[config.mk]
export PLATFORM = sky130hd
export DESIGN_NAME = lcd_text_num_seq
export DESIGN_NICKNAME = d
export VERILOG_FILES = /design/src/rtl/lcd_pkg.sv /design/src/rtl/bin2bcd_seq.sv /design/src/rtl/lcd_text_num_seq.sv
export SDC_FILE = /design/constraint.sdc
export NUM_CORES = 1
export LEC_CHECK = 0
export CORE_ASPECT_RATIO = 0.9
export CORE_MARGIN = 3
export CORE_UTILIZATION = 25
export CTS_BUF_LIST = sky130_fd_sc_hd__clkbuf_2
export CTS_CLUSTER_SIZE = 12
export DETAILED_ROUTE_END_ITERATION = 6
export GPL_TIMING_DRIVEN = 0
export SLEW_MARGIN = 20
export SYNTH_ARGS = -nofsm -noshare
export SYNTH_HDL_FRONTEND = slang
export SYNTH_SLANG_ARGS = --single-unit
[constraint.sdc]
create_clock -name sys_clk -period 2.1 [get_ports sys_clk]
set_input_delay 0.42 -clock sys_clk [delete_from_list [all_inputs] [get_ports sys_clk]]
set_output_delay 0.42 -clock sys_clk [all_outputs]
set_load 0.01 [all_outputs]
[src/rtl/lcd_pkg.sv]
// Shared constants and sequencer state encoding for the LCD character drawing blocks.
package lcd_pkg;

  localparam int ASCII_SPACE = 32;
  localparam int ASCII_ZERO  = 48;

  localparam int PITCH_12X6  = 6;
  localparam int HEIGHT_12X6 = 12;
  localparam int PITCH_16X8  = 8;
  localparam int HEIGHT_16X8 = 16;

  typedef enum logic [2:0] {
    ST_IDLE     = 3'd0,
    ST_STR_REQ  = 3'd1,
    ST_STR_WAIT = 3'd2,
    ST_CONV     = 3'd3,
    ST_NUM_REQ  = 3'd4,
    ST_NUM_WAIT = 3'd5,
    ST_HOLD     = 3'd6
  } seq_state_t;

  function automatic int font_pitch(input int en_size);
    return (en_size != 0) ? PITCH_16X8 : PITCH_12X6;
  endfunction

  function automatic longint unsigned pow10(input int n);
    longint unsigned p = 1;
    for (int i = 0; i < n; i++) p = p * 10;
    return p;
  endfunction

endpackage

[src/rtl/bin2bcd_seq.sv]
// Sequential double-dabble converter: one shift per cycle, DATA_W cycles per value.
module bin2bcd_seq #(
  parameter int DATA_W     = 16,
  parameter int NUM_DIGITS = 5
) (
  input  logic                    sys_clk,
  input  logic                    sys_rst_n,
  input  logic                    start,
  input  logic [DATA_W-1:0]       bin,
  output logic                    done,
  output logic [4*NUM_DIGITS-1:0] bcd
);

  localparam int CNT_W = $clog2(DATA_W + 1);

  logic [CNT_W-1:0]        cnt_q;
  logic [DATA_W-1:0]       bin_q;
  logic [DATA_W-1:0]       bin_nx;
  logic [4*NUM_DIGITS-1:0] bcd_adj;
  logic [4*NUM_DIGITS-1:0] bcd_nx;

  always_comb begin
    bcd_adj = bcd;
    for (int i = 0; i < NUM_DIGITS; i++) begin
      if (bcd[4*i +: 4] >= 4'd5) bcd_adj[4*i +: 4] = bcd[4*i +: 4] + 4'd3;
    end
    {bcd_nx, bin_nx} = {bcd_adj, bin_q} << 1;
  end

  // done marks the final shift cycle, so bcd is complete from the next cycle on
  assign done = (cnt_q == CNT_W'(1));

  always_ff @(posedge sys_clk or negedge sys_rst_n) begin
    if (!sys_rst_n) begin
      cnt_q <= '0;
      bin_q <= '0;
      bcd   <= '0;
    end else if (start) begin
      cnt_q <= CNT_W'(DATA_W);
      bin_q <= bin;
      bcd   <= '0;
    end else if (cnt_q != '0) begin
      cnt_q <= cnt_q - CNT_W'(1);
      bin_q <= bin_nx;
      bcd   <= bcd_nx;
    end
  end

endmodule

[src/rtl/lcd_text_num_seq.sv]
// Draws a static text label then a live decimal number field through the
// show_char glyph handshake; later values redraw only the number field.
//  state    | meaning
//  IDLE     | waiting for LCD init
//  STR_REQ  | issue one label glyph
//  STR_WAIT | wait for label glyph done
//  CONV     | binary to BCD conversion of the captured value
//  NUM_REQ  | issue one number glyph
//  NUM_WAIT | wait for number glyph done
//  HOLD     | frame shown, waiting for a new value
module lcd_text_num_seq
  import lcd_pkg::*;
#(
  parameter int                   EN_SIZE       = 0,
  parameter int                   STR_LEN       = 12,
  parameter logic [8*STR_LEN-1:0] TEXT          = "REDSTONEBOOK",
  parameter int                   STR_X0        = 72,
  parameter int                   STR_Y0        = 16,
  parameter int                   NUM_X0        = 8,
  parameter int                   NUM_Y0        = 48,
  parameter int                   DATA_W        = 16,
  parameter int                   NUM_DIGITS    = 5,
  parameter int                   ZERO_SUPPRESS = 1
) (
  input  logic              sys_clk,
  input  logic              sys_rst_n,
  input  logic              init_done,
  input  logic              show_char_done,
  input  logic [DATA_W-1:0] data_in,
  input  logic              data_valid,
  output logic              en_size,
  output logic              show_char_flag,
  output logic [6:0]        ascii_num,
  output logic [8:0]        start_x,
  output logic [8:0]        start_y,
  output logic              busy,
  output logic              frame_done
);

  if (pow10(NUM_DIGITS) <= (64'd1 << DATA_W)) begin : g_bad_digits
    $error("NUM_DIGITS cannot hold every DATA_W value");
  end
  if (STR_LEN < 1 || STR_LEN > 32) begin : g_bad_str_len
    $error("STR_LEN must be 1..32");
  end

  localparam int         DIG_W = $clog2(NUM_DIGITS + 1);
  localparam logic [8:0] PITCH = 9'(font_pitch(EN_SIZE));

  seq_state_t              state_q, state_d;
  logic [4:0]              str_idx_q, str_idx_d;
  logic [DIG_W-1:0]        dig_idx_q, dig_idx_d;
  logic [DATA_W-1:0]       value_q;
  logic [DATA_W-1:0]       conv_bin;
  logic                    pending_q, pending_clr;
  logic                    lead_zero_q, lead_zero_d;
  logic                    flag_d, frame_done_d;
  logic [6:0]              ascii_d;
  logic [8:0]              x_d, y_d;
  logic                    conv_start, bcd_done;
  logic [4*NUM_DIGITS-1:0] bcd;
  logic [6:0]              label_char;
  logic [3:0]              cur_digit;
  logic                    blank;

  assign en_size = (EN_SIZE != 0);
  assign busy    = !(state_q == ST_IDLE || state_q == ST_HOLD);
  // a strobe on the CONV entry edge is converted directly, so it needs no pending
  assign conv_bin = data_valid ? data_in : value_q;

  bin2bcd_seq #(.DATA_W(DATA_W), .NUM_DIGITS(NUM_DIGITS)) u_bin2bcd (
    .sys_clk   (sys_clk),
    .sys_rst_n (sys_rst_n),
    .start     (conv_start),
    .bin       (conv_bin),
    .done      (bcd_done),
    .bcd       (bcd)
  );

  always_comb begin
    label_char = TEXT[8*(STR_LEN-1-int'(str_idx_q)) +: 7];
    cur_digit  = bcd[4*(NUM_DIGITS-1-int'(dig_idx_q)) +: 4];
    blank      = (ZERO_SUPPRESS != 0) && lead_zero_q && (cur_digit == 4'd0) &&
                 (dig_idx_q != DIG_W'(NUM_DIGITS-1));
  end

  always_comb begin
    state_d      = state_q;
    str_idx_d    = str_idx_q;
    dig_idx_d    = dig_idx_q;
    lead_zero_d  = lead_zero_q;
    flag_d       = 1'b0;
    frame_done_d = 1'b0;
    ascii_d      = ascii_num;
    x_d          = start_x;
    y_d          = start_y;
    conv_start   = 1'b0;
    pending_clr  = 1'b0;
    if (!init_done) begin
      state_d   = ST_IDLE;
      str_idx_d = '0;
      dig_idx_d = '0;
    end else begin
      case (state_q)
        ST_IDLE: begin
          state_d   = ST_STR_REQ;
          str_idx_d = '0;
        end
        ST_STR_REQ: begin
          ascii_d = label_char;
          x_d     = 9'(STR_X0) + 9'(str_idx_q) * PITCH;
          y_d     = 9'(STR_Y0);
          flag_d  = 1'b1;
          state_d = ST_STR_WAIT;
        end
        ST_STR_WAIT: begin
          if (show_char_done) begin
            if (str_idx_q == 5'(STR_LEN-1)) begin
              state_d      = ST_CONV;
              frame_done_d = 1'b1;
              conv_start   = 1'b1;
              pending_clr  = 1'b1;
            end else begin
              str_idx_d = str_idx_q + 5'd1;
              state_d   = ST_STR_REQ;
            end
          end
        end
        ST_CONV: begin
          if (bcd_done) begin
            state_d     = ST_NUM_REQ;
            dig_idx_d   = '0;
            lead_zero_d = 1'b1;
          end
        end
        ST_NUM_REQ: begin
          ascii_d     = blank ? 7'(ASCII_SPACE) : 7'(ASCII_ZERO) + {3'b000, cur_digit};
          x_d         = 9'(NUM_X0) + 9'(dig_idx_q) * PITCH;
          y_d         = 9'(NUM_Y0);
          flag_d      = 1'b1;
          lead_zero_d = lead_zero_q && (cur_digit == 4'd0);
          state_d     = ST_NUM_WAIT;
        end
        ST_NUM_WAIT: begin
          if (show_char_done) begin
            if (dig_idx_q == DIG_W'(NUM_DIGITS-1)) begin
              state_d      = ST_HOLD;
              frame_done_d = 1'b1;
            end else begin
              dig_idx_d = dig_idx_q + DIG_W'(1);
              state_d   = ST_NUM_REQ;
            end
          end
        end
        ST_HOLD: begin
          if (pending_q || data_valid) begin
            state_d     = ST_CONV;
            conv_start  = 1'b1;
            pending_clr = 1'b1;
          end
        end
        default: state_d = ST_IDLE;
      endcase
    end
  end

  always_ff @(posedge sys_clk or negedge sys_rst_n) begin
    if (!sys_rst_n) begin
      state_q        <= ST_IDLE;
      str_idx_q      <= '0;
      dig_idx_q      <= '0;
      lead_zero_q    <= 1'b0;
      value_q        <= '0;
      pending_q      <= 1'b0;
      show_char_flag <= 1'b0;
      frame_done     <= 1'b0;
      ascii_num      <= '0;
      start_x        <= '0;
      start_y        <= '0;
    end else begin
      state_q        <= state_d;
      str_idx_q      <= str_idx_d;
      dig_idx_q      <= dig_idx_d;
      lead_zero_q    <= lead_zero_d;
      show_char_flag <= flag_d;
      frame_done     <= frame_done_d;
      ascii_num      <= ascii_d;
      start_x        <= x_d;
      start_y        <= y_d;
      if (data_valid) value_q <= data_in;
      if (pending_clr) pending_q <= 1'b0;
      else if (data_valid && state_q != ST_HOLD) pending_q <= 1'b1;
    end
  end

endmodule

==> results.md <==
* Final Cycle Share at 101%
* Cell count after synthesis at 563
* CTS root buf: clkbuf_2
* Critical path class: reg2out
* CP Capture Type: output port
* CTS Buf Count at 9
* Worst slack, placed at -323 ps
* Max Clock Skew at 30.4 ps
* Fillers at 2143
* Avg Cell Area, Syn at 9.55 sq um
* DRT Wirelength at 12.9 mm
* Max Used Layer: met4
* RR Endpoint: ascii_num[1]
* Layout cells sized above 1 at 27.2%
* Setup crit start kind: flip-flop
* Nets at 707
* # rows at 50
* Max-slew headroom at 61.1%
* First-pass GRT wire length at 20.9 mm
* Fmax at 0.470 GHz
* Static Leak at 2.98 nW
* Final Max Slew Viols at 0
* Synth Area in Compound Gates at 13.6%
* Max Cap Viol at 0
* Met2 wire len at 6.00 mm
* Placer Congestion at 0.798
* Post-layout util at 32.7%
* Critical Path Source: state_q[2]
* Die area at 23300 sq um
* Met3 wire len at 479 um
* Multi-input gate area at 3130 sq um
* Unique masters post-synth at 64
* Critical Path RT at 1680 ps
* Max Buffers Root-to-Sink at 2
* Wire per inst at 13.7 um
* Hpwl dp at 8.65 mm
* PwrDens at 873 nW/um^2
* Final hold violation count at 0
* Crit path DAT at 1710 ps
* Wl on met1 at 6.31 mm
* Post-synth EDFFs at 0
* Total GRT Usage at 11.0%
* Crit path to: busy
* DRT antenna net count at 0
* Worst hold path class: in2async
* Post-layout min period at 2130 ps
* Vias in the first global route at 4168
* RSZ-0062 raised after global routing: yes
* Status: finished, violations left
* Simple-Gate Fraction of Synth Area at 17.2%
* Synthesized flop and latch total at 88
* Worst setup margin at -27.0 ps
* FF/Latch Area at 2210 sq um
* Drt pass-1 iters at 4
* Violated checks: setup timing
* Die height at 145 um
* Worst vdd ir at 0.337 mV
* Xor and xnor fraction of the mapped netlist area at 3.58%
* Io pins at 50
* DR vias at 4194
* Overflow after GRT at 0
* Post-synthesis mux area share at 9.91%
* RR Startpoint: dig_idx_q[0]
* DR iter-0 viols at 296
* Largest net degree at the start of global routing at 71
* Starting Density at 25.7%
* CORE AREA at 21000 sq um
* Latest clock arrival within the worst-skew pair at 600 ps
* Port Buffer Count at 38
* Die extent in x at 161 um
* Final setup viols at 1
* Largest family of logic cells by synthesized area: simple AND/OR/NAND/NOR gates
* CTS tree: built
* Area grow syn2layout at 27.5%
* Synth Area in Adders at 8.10%
* YS warnings at 0
* Worst-path fanout max at 5
* DRC violations left at 0
* FF-to-FF path depth at 9
* CTS Sinks at 88
* Vias per cell at 4.44
* Async set or reset register ratio after synthesis at 100%
* Clk slew on worst S/H paths at 290 ps
* Initial antenna violation count at 0
* H-tree lvl count at 3
* Internal reg-to-reg setup slack at 30 ps
* Worst-Margin Slew at 581 ps
* Ys flop type: dfrtp_1
* N_diodes at 0
* Post-synthesis sequential area ratio at 40.9%
* Post-Syn Area at 5380 sq um
-- worst min path at each step --
stage,startpoint,endpoint,slack (ps),cells past startpoint
6_report,sys_rst_n,str_idx_q[4],180,2
3_5_place_dp,sys_rst_n,str_idx_q[4],270,1
4_1_cts,sys_rst_n,ascii_num[1],110,2
2_1_floorplan,sys_rst_n,ascii_num[0],120,0
3_3_place_gp,start_y[4],start_y[4],450,1
5_1_grt,sys_rst_n,start_x[6],110,2
-- per-stage QoR --
step | cell area (sq um) | instances | hold WS, ps | total power, mW | TNS, ps
after global routing | 6860 | 944 | 105 | 6.49 | -528
after CTS | 6550 | 929 | 112 | 5.95 | -141
final | 6860 | 944 | 180 | 5.99 | -27.0
after floorplan | 5430 | 571 | 124 | 4.18 | -35.5
after global placement | 6160 | 895 | 453 | 4.90 | -260930
after detailed placement | 6190 | 896 | 275 | 4.96 | -7990
-- report_power, final --
group	leakage, nW	total [mW]	internal, mW	switching, mW
Sequential	1.10	2.51	2.11	0.395
Combinational	1.81	2.60	1.27	1.33
Clock	0.0667	0.878	0.184	0.694
-- what timing repair did --
action,CTS,global route
buffers inserted,17,16
endpoints found under the setup margin,52,46
resized for setup,37,44
pin swaps,3,20
endpoints found under the hold margin,88,0
hold buffers,1,0
-- cell type report --
| class | count | area share, % |
|---|---|---|
| timing repair buffer | 73 | 9.85 |
| inverter | 26 | 1.51 |
| tap | 286 | 5.22 |
| clock inverter | 7 | 0.894 |
| sequential | 88 | 32.3 |
| clock buffer | 9 | 0.657 |
| buffer | 36 | 3.89 |
| multi-input combinational | 419 | 45.7 |
-- cells in the mapped netlist, types with 2 or more instances --
cell type,instances,area share (%)
dfrtp_1,88,41
nand2_1,87,6.1
a21oi_1,39,3.6
nor2_1,36,2.5
o21ai_0,31,2.9
ha_1,30,7.0
inv_1,24,1.7
mux2_2,24,5.0
nand3_1,16,1.5
buf_4,14,2.0
xnor2_1,13,2.1
buf_2,12,1.1
nand2b_1,12,1.4
mux2_4,10,2.8
mux2i_1,9,1.7
nor3_1,9,0.84
xor2_1,9,1.5
a211oi_1,7,0.98
clkbuf_1,7,0.49
nor2b_1,7,0.81
o21a_1,5,0.70
and2_1,4,0.47
buf_6,4,0.84
o221ai_1,4,0.65
a31oi_1,3,0.35
and3_1,3,0.35
fa_1,3,1.1
nor3b_1,3,0.42
o211ai_1,3,0.42
o32ai_1,3,0.49
a2111o_1,2,0.42
a21boi_0,2,0.28
inv_2,2,0.14
mux2_1,2,0.42
nor3_2,2,0.37
nor4_1,2,0.23
o21ai_1,2,0.19
o21bai_1,2,0.28
o31ai_1,2,0.28
or3_1,2,0.23
-- flip-flops by register name, indices dropped and copies added, names as in the netlist --
| signal | flops |
|---|---|
| u_bin2bcd.bcd | 20 |
| u_bin2bcd.bin_q | 16 |
| value_q | 16 |
| start_x | 8 |
| ascii_num | 6 |
| str_idx_q | 5 |
| u_bin2bcd.cnt_q | 5 |
| dig_idx_q | 3 |
| state_q | 3 |
| start_y | 2 |
| frame_done | 1 |
| lead_zero_q | 1 |
| pending_q | 1 |
| show_char_flag | 1 |
-- cell families (layout without fill, tap and decap cells) --
group                      Yosys count  in the layout
xor gates and xnor gates            22             22
adders and majority gates           33             33
AOI/OAI and AO/OA                  117            117
muxes                               45             45
and+or+nand+nor                    193            193
DFF                                 88             88
buffers and inverters               64            151
other                                1              9
-- layer usage --
metal | global-route usage [%] | vias up
li1 | - | 2086
met5 | 0 | -
met2 | 17.3 | 70
met4 | 3.12 | 0
met1 | 15.0 | 2032
met3 | 2.91 | 6
-- worst max-delay path: stages, from the launching register on --
cell and delay [ps]:
dfrtp_2 480, nor2b_4 140, or3_1 340, buf_2 150
-- cell usage in the layout, fill, tap and decap left out, types with 12 or more instances in the layout --
cell             instances
buf_2                   12
buf_4                   44
clkdlybuf4s50_1         32
ha_1                    22
mux2_2                  24
inv_1                   21
o21ai_0                 28
dfrtp_1                 79
nor2_1                  35
nand2_1                 85
nand3_1                 15
a21oi_1                 36
Power figures use the tool's default switching activity.
